**src/rtl/vr16_pkg.sv**
```systemverilog
// Shared definitions for the VR16 control-flow front end: op encodings,
// branch controller FSM states and default geometry.
package vr16_pkg;

  localparam int ADDR_W_DEF      = 16;
  localparam int STACK_DEPTH_DEF = 8;

  typedef enum logic [2:0] {
    OP_NOP  = 3'd0,
    OP_JMP  = 3'd1,
    OP_JZ   = 3'd2,
    OP_JNZ  = 3'd3,
    OP_CALL = 3'd4,
    OP_RET  = 3'd5
  } op_e;

  typedef enum logic [1:0] {
    ST_IDLE     = 2'd0,
    ST_REDIRECT = 2'd1,
    ST_FLUSH    = 2'd2
  } state_e;

endpackage

```
**src/rtl/ras_stack.sv**
```systemverilog
// Return-address stack: LIFO with saturating occupancy. Pushes when full and
// pops when empty are dropped; entry contents are never reset.
module ras_stack #(
  parameter int DEPTH  = 8,
  parameter int DATA_W = 16
) (
  input  logic                     clk,
  input  logic                     reset,
  input  logic                     push,
  input  logic                     pop,
  input  logic [DATA_W-1:0]        push_data,
  output logic [DATA_W-1:0]        top_data,
  output logic                     full,
  output logic                     empty,
  output logic [$clog2(DEPTH):0]   depth
);

  localparam int PTR_W = $clog2(DEPTH);

  logic [PTR_W:0]    depth_reg;
  logic [PTR_W:0]    depth_next;
  logic [DATA_W-1:0] entry_reg [DEPTH];
  logic [PTR_W-1:0]  top_idx;
  logic              push_ok;
  logic              pop_ok;

  assign full    = (depth_reg == (PTR_W+1)'(DEPTH));
  assign empty   = (depth_reg == '0);
  assign push_ok = push & ~full;
  assign pop_ok  = pop & ~empty & ~push_ok;
  assign depth   = depth_reg;

  // Low pointer bits minus one wrap to DEPTH-1 when the stack is full.
  assign top_idx  = depth_reg[PTR_W-1:0] - PTR_W'(1);
  assign top_data = entry_reg[top_idx];

  always_comb begin
    depth_next = depth_reg;
    if (push_ok) begin
      depth_next = depth_reg + (PTR_W+1)'(1);
    end else if (pop_ok) begin
      depth_next = depth_reg - (PTR_W+1)'(1);
    end
  end

  always_ff @(posedge clk or negedge reset) begin
    if (!reset) begin
      depth_reg <= '0;
    end else begin
      depth_reg <= depth_next;
    end
  end

  for (genvar gi = 0; gi < DEPTH; gi++) begin : g_entry
    always_ff @(posedge clk) begin
      if (push_ok && (depth_reg[PTR_W-1:0] == PTR_W'(gi))) begin
        entry_reg[gi] <= push_data;
      end
    end
  end

endmodule

```
**src/rtl/branch_ctrl.sv**
```systemverilog
// Branch controller: resolves JMP/JZ/JNZ/CALL/RET in IDLE, then issues a
// one-cycle PC load strobe (REDIRECT) followed by one flush cycle.
module branch_ctrl
  import vr16_pkg::*;
#(
  parameter int STACK_DEPTH = STACK_DEPTH_DEF,
  parameter int ADDR_W      = ADDR_W_DEF
) (
  input  logic                         clk,
  input  logic                         reset,
  input  logic                         instr_valid,
  input  logic [2:0]                   op,
  input  logic [ADDR_W-1:0]            target,
  input  logic                         zero_flag,
  input  logic [ADDR_W-1:0]            pc_value,
  input  logic                         err_clear,
  output logic                         jump_enable,
  output logic                         return_enable,
  output logic [ADDR_W-1:0]            jump_address,
  output logic                         stall,
  output logic [$clog2(STACK_DEPTH):0] stack_depth,
  output logic                         stack_overflow,
  output logic                         stack_underflow
);

  state_e            state_reg, state_next;
  logic [ADDR_W-1:0] addr_reg, addr_next;
  logic              is_ret_reg, is_ret_next;
  logic              ovf_reg, ovf_next;
  logic              unf_reg, unf_next;

  logic              taken;
  logic              push;
  logic              pop;
  logic              ovf_set;
  logic              unf_set;
  logic              stk_full;
  logic              stk_empty;
  logic [ADDR_W-1:0] ret_addr;
  logic [ADDR_W-1:0] top_data;

  assign ret_addr = pc_value + ADDR_W'(1);

  ras_stack #(
    .DEPTH  (STACK_DEPTH),
    .DATA_W (ADDR_W)
  ) u_ras (
    .clk       (clk),
    .reset     (reset),
    .push      (push),
    .pop       (pop),
    .push_data (ret_addr),
    .top_data  (top_data),
    .full      (stk_full),
    .empty     (stk_empty),
    .depth     (stack_depth)
  );

  always_comb begin
    state_next  = state_reg;
    addr_next   = addr_reg;
    is_ret_next = is_ret_reg;
    taken       = 1'b0;
    push        = 1'b0;
    pop         = 1'b0;
    ovf_set     = 1'b0;
    unf_set     = 1'b0;
    case (state_reg)
      ST_IDLE: begin
        if (instr_valid) begin
          case (op)
            OP_JMP: taken = 1'b1;
            OP_JZ:  taken = zero_flag;
            OP_JNZ: taken = ~zero_flag;
            OP_CALL: begin
              if (stk_full) begin
                ovf_set = 1'b1;
              end else begin
                taken = 1'b1;
                push  = 1'b1;
              end
            end
            OP_RET: begin
              if (stk_empty) begin
                unf_set = 1'b1;
              end else begin
                taken = 1'b1;
                pop   = 1'b1;
              end
            end
            default: taken = 1'b0;
          endcase
        end
        if (taken) begin
          state_next  = ST_REDIRECT;
          // RET captures the entry being popped on this same edge.
          addr_next   = pop ? top_data : target;
          is_ret_next = pop;
        end
      end
      ST_REDIRECT: state_next = ST_FLUSH;
      ST_FLUSH:    state_next = ST_IDLE;
      default:     state_next = ST_IDLE;
    endcase

    ovf_next = ovf_set ? 1'b1 : (err_clear ? 1'b0 : ovf_reg);
    unf_next = unf_set ? 1'b1 : (err_clear ? 1'b0 : unf_reg);
  end

  always_ff @(posedge clk or negedge reset) begin
    if (!reset) begin
      state_reg  <= ST_IDLE;
      addr_reg   <= '0;
      is_ret_reg <= 1'b0;
      ovf_reg    <= 1'b0;
      unf_reg    <= 1'b0;
    end else begin
      state_reg  <= state_next;
      addr_reg   <= addr_next;
      is_ret_reg <= is_ret_next;
      ovf_reg    <= ovf_next;
      unf_reg    <= unf_next;
    end
  end

  assign jump_enable     = (state_reg == ST_REDIRECT) & ~is_ret_reg;
  assign return_enable   = (state_reg == ST_REDIRECT) & is_ret_reg;
  assign jump_address    = addr_reg;
  assign stall           = (state_reg != ST_IDLE);
  assign stack_overflow  = ovf_reg;
  assign stack_underflow = unf_reg;

endmodule

```
**config.mk**
```make
export PLATFORM = sky130hd
export DESIGN_NAME = branch_ctrl
export DESIGN_NICKNAME = d
export VERILOG_FILES = /design/src/rtl/vr16_pkg.sv /design/src/rtl/ras_stack.sv /design/src/rtl/branch_ctrl.sv
export SDC_FILE = /design/constraint.sdc
export NUM_CORES = 1
export LEC_CHECK = 0
export ABC_AREA = 0
export BUFFER_PORTS_ARGS = -buffer_cell sky130_fd_sc_hd__buf_2
export CAP_MARGIN = 5
export CORE_MARGIN = 2
export CORE_UTILIZATION = 59
export DETAILED_ROUTE_END_ITERATION = 10
export PLACE_DENSITY = 0.84
export REMOVE_ABC_BUFFERS = 1
export SLEW_MARGIN = 20
export SYNTH_ARGS = -nofsm -noshare
export SYNTH_HDL_FRONTEND = slang
export SYNTH_SLANG_ARGS = --single-unit
```
**constraint.sdc**
```tcl
create_clock -name clk -period 3.85 [get_ports clk]
set_input_delay 0.1925 -clock clk [delete_from_list [all_inputs] [get_ports clk]]
set_output_delay 0.1925 -clock clk [all_outputs]
set_load 0.01 [all_outputs]
```
==> results.toml <==
[sta]
finalCritPeriodShare_pct = 73.2
tns_ns = 0
grt_setup_unrepaired = "no"
hold_viol_final = 0
max_slew.worst_pin.slew_ns = 1.09
slew_headroom_pct = 27.4
period_minus_slack_ns = 2.82
fmaxAchievable_mhz = 355
finalWorstSetupSlack_ns = 1.03
fin_skew_ns = 0.0106
slew_violations = 0
finalSetupViolations = 0

[place]
dp.cells = 623
hpwl_um = 7990
place_area_um2 = 6950
pre_cts_slack_ns = 1.07
portBuffers = 64
place.gp.congestion = 0.806

[final_layout]
final_cells = 673
fin_area_um2 = 7740
drive_above_1_share_pct = 21.4
largest_reg_flops = 128
n_antenna_cell = 0
final_common_cell = "edfxtp_1"
seq_area_um2 = 4470
nNetsFinal = 569
nFillCells = 693
multi_input_comb_area_um2 = 1930
final_cell_mix = "edfxtp_1, mux2i_1, buf_2"
area_growth_pct = 17.6

[floorplanning]
die_area_um2 = 12000
dieWidth_um = 110
die_y_um = 110
initial_core_util_pct = 60.7
design.core.area_um2 = 10800
rows = 38
pin_count = 65

[synth]
synth_area_um2 = 6580
seq_area_frac_synth_pct = 67.9
netlist_instances = 439
ys_warn_count = 0
yosysUniqueCellTypes = 41
syn_area_per_cell_um2 = 15.0
ys_seq_elements = 153

[drt]
firstDrtPassIters = 5
finalWirelength_um = 14000
via_count = 4071
antenna_left = 0
wl_per_cell_um = 20.9
remaining_drc_errors = 0
drt-initial-drc-count = 334
post_drt_via_cell_ratio = 6.05

[setup_path]
end_kind = "flop"
cp_top_family = "simple AND/OR/NAND/NOR gates"
worstSetupStartpointType = "flop"
slowest_delay_ns = 0.82
crit_fanout = 16
worstPathArrival_ns = 2.97
crit_required_ns = 4.01
cpMaxStageDelayCell = "and2_1"
critical_path_class = "flop to flop"
cp_num_buf_inv = 1
critical_path.cell_chain = "inv_1 > ha_4 > a2111oi_0 > and2_1"

[cts]
clock_insertion_delay_worst_skew_ns = 0.54
cts.sinks = 153
cts_tree = "yes"
cts_resized = 0
numCtsBuffers = 17
path_clk_slew_ns = 0.07
htree_levels = 4
clk_path_buf_depth = 2
clockRootBuffer = "clkbuf_8"

[pwr]
vdd_ir_drop_max_mv = 0.686
power.leakage_nw = 2.97
powerDensity_nw_per_um2 = 724

[grt]
grtUsageTotal_pct = 25.1
grt_max_degree = 65
overflow = 0
grt_first_pass_wirelength_um = 21100
first_global_vias = 4062
grt_antenna_before_repair = 0

[worst_hold_path]
hold_class = "input pin to flop"

[flow_run]
cap_viol_max_count = 0

[status]
status = "completed"
==> power by group <==
part	total, mW	internal [mW]	switching [mW]	leakage [nW]
Clock	1.70	1.03	0.675	0.291
Sequential	2.00	1.91	0.0935	1.44
Combinational	1.90	0.820	1.08	1.24
==> per-layer routing <==
layer,wire [um],vias to the layer above,share of wire [%],GRT usage [%]
met2,7190,207,51,42.4
met4,284,0,2.0,10.1
met1,5520,2002,39,30.6
met3,1040,21,7.4,6.99
met5,0,-,0,0
li1,-,1841,-,-
==> synth_stat cells, drive strengths merged <==
library cell	instances	share of area (%)
a2111oi	1	0.13
a21o	1	0.11
a21oi	4	0.30
a22oi	32	3.7
a311oi	1	0.13
a31oi	16	1.9
a32o	1	0.15
and2	6	0.61
and3	6	0.57
and3b	1	0.13
and4	1	0.13
buf	23	2.6
dfrtp	25	9.5
edfxtp	128	58
fa	1	0.30
ha	8	1.5
inv	7	0.40
mux2	4	0.68
mux2i	64	9.7
nand2	25	1.4
nand2b	1	0.095
nand3	24	1.8
nand3b	2	0.29
nand4	1	0.095
nor2	25	1.4
nor2b	3	0.29
nor3	3	0.23
nor4	1	0.095
o211a	2	0.30
o21ai	1	0.076
o32ai	1	0.13
or2	1	0.095
or2b	1	0.11
xnor2	13	1.8
xor2	5	0.67
==> path summary, 6_finish.rpt <==
kind,slack (ns),to,start,cells after the start
max in group asynchronous,3.18,u_ras.depth[0],reset,2
min in group asynchronous,0.22,jump_address[3],reset,2
worst min register to register,0.46,state_reg[1],state_reg[1],1
worst min-delay path,0.05,stack_overflow,op[0],2
worst max register to register,1.03,u_ras.entry_reg[2][13],u_ras.depth[0],4
worst max-delay path,1.03,u_ras.entry_reg[2][13],u_ras.depth[0],4
==> final cells by class <==
type / count / share of cell area (%)
timing repair buffer: 85 / 6.76
tap: 140 / 2.26
clock inverter: 13 / 2.20
sequential: 153 / 57.7
multi-input combinational: 256 / 25.0
inverter: 7 / 0.339
clock buffer: 19 / 5.71
==> repair_timing <==
item                                   4_1_cts  5_1_grt
endpoints found under the hold margin       43        0
buffers inserted                             0        0
setup endpoints to repair                    0        0
hold buffers                                18        0
==> worst reg2reg max path, delay by kind of cell (launching register included) <==
kind,cells,cell delay (ns)
and+or+nand+nor,1,0.82
AOI/OAI and AO/OA,1,0.70
DFF,1,0.49
buffers and inverters,1,0.22
adders and majority gates,1,0.21
==> logic make-up (layout without fill, tap and decap cells) <==
logic type / Yosys count / in the layout / share of synthesized area [%]
fa+ha+maj: 9 / 9 / 1.83
buf+inv: 30 / 124 / 3.00
xor+xnor: 18 / 18 / 2.51
compound gates: 60 / 60 / 6.90
mux: 68 / 68 / 10.4
flops: 153 / 153 / 67.9
simple gates: 101 / 101 / 7.42
==> per-stage QoR <==
stage / total power [mW] / hold slack [ns] / utilization [%]
floorplan: 3.46 / -0.103 / -
CTS: 5.60 / 0.0249 / 71.4
finish: 5.61 / 0.0458 / 71.4
global route: 5.85 / 0.0625 / 71.4
global placement: 3.83 / 0.255 / 64.1
detailed placement: 3.89 / 0.260 / 64.1
No activity file was read; power rests on OpenSTA's default activity.
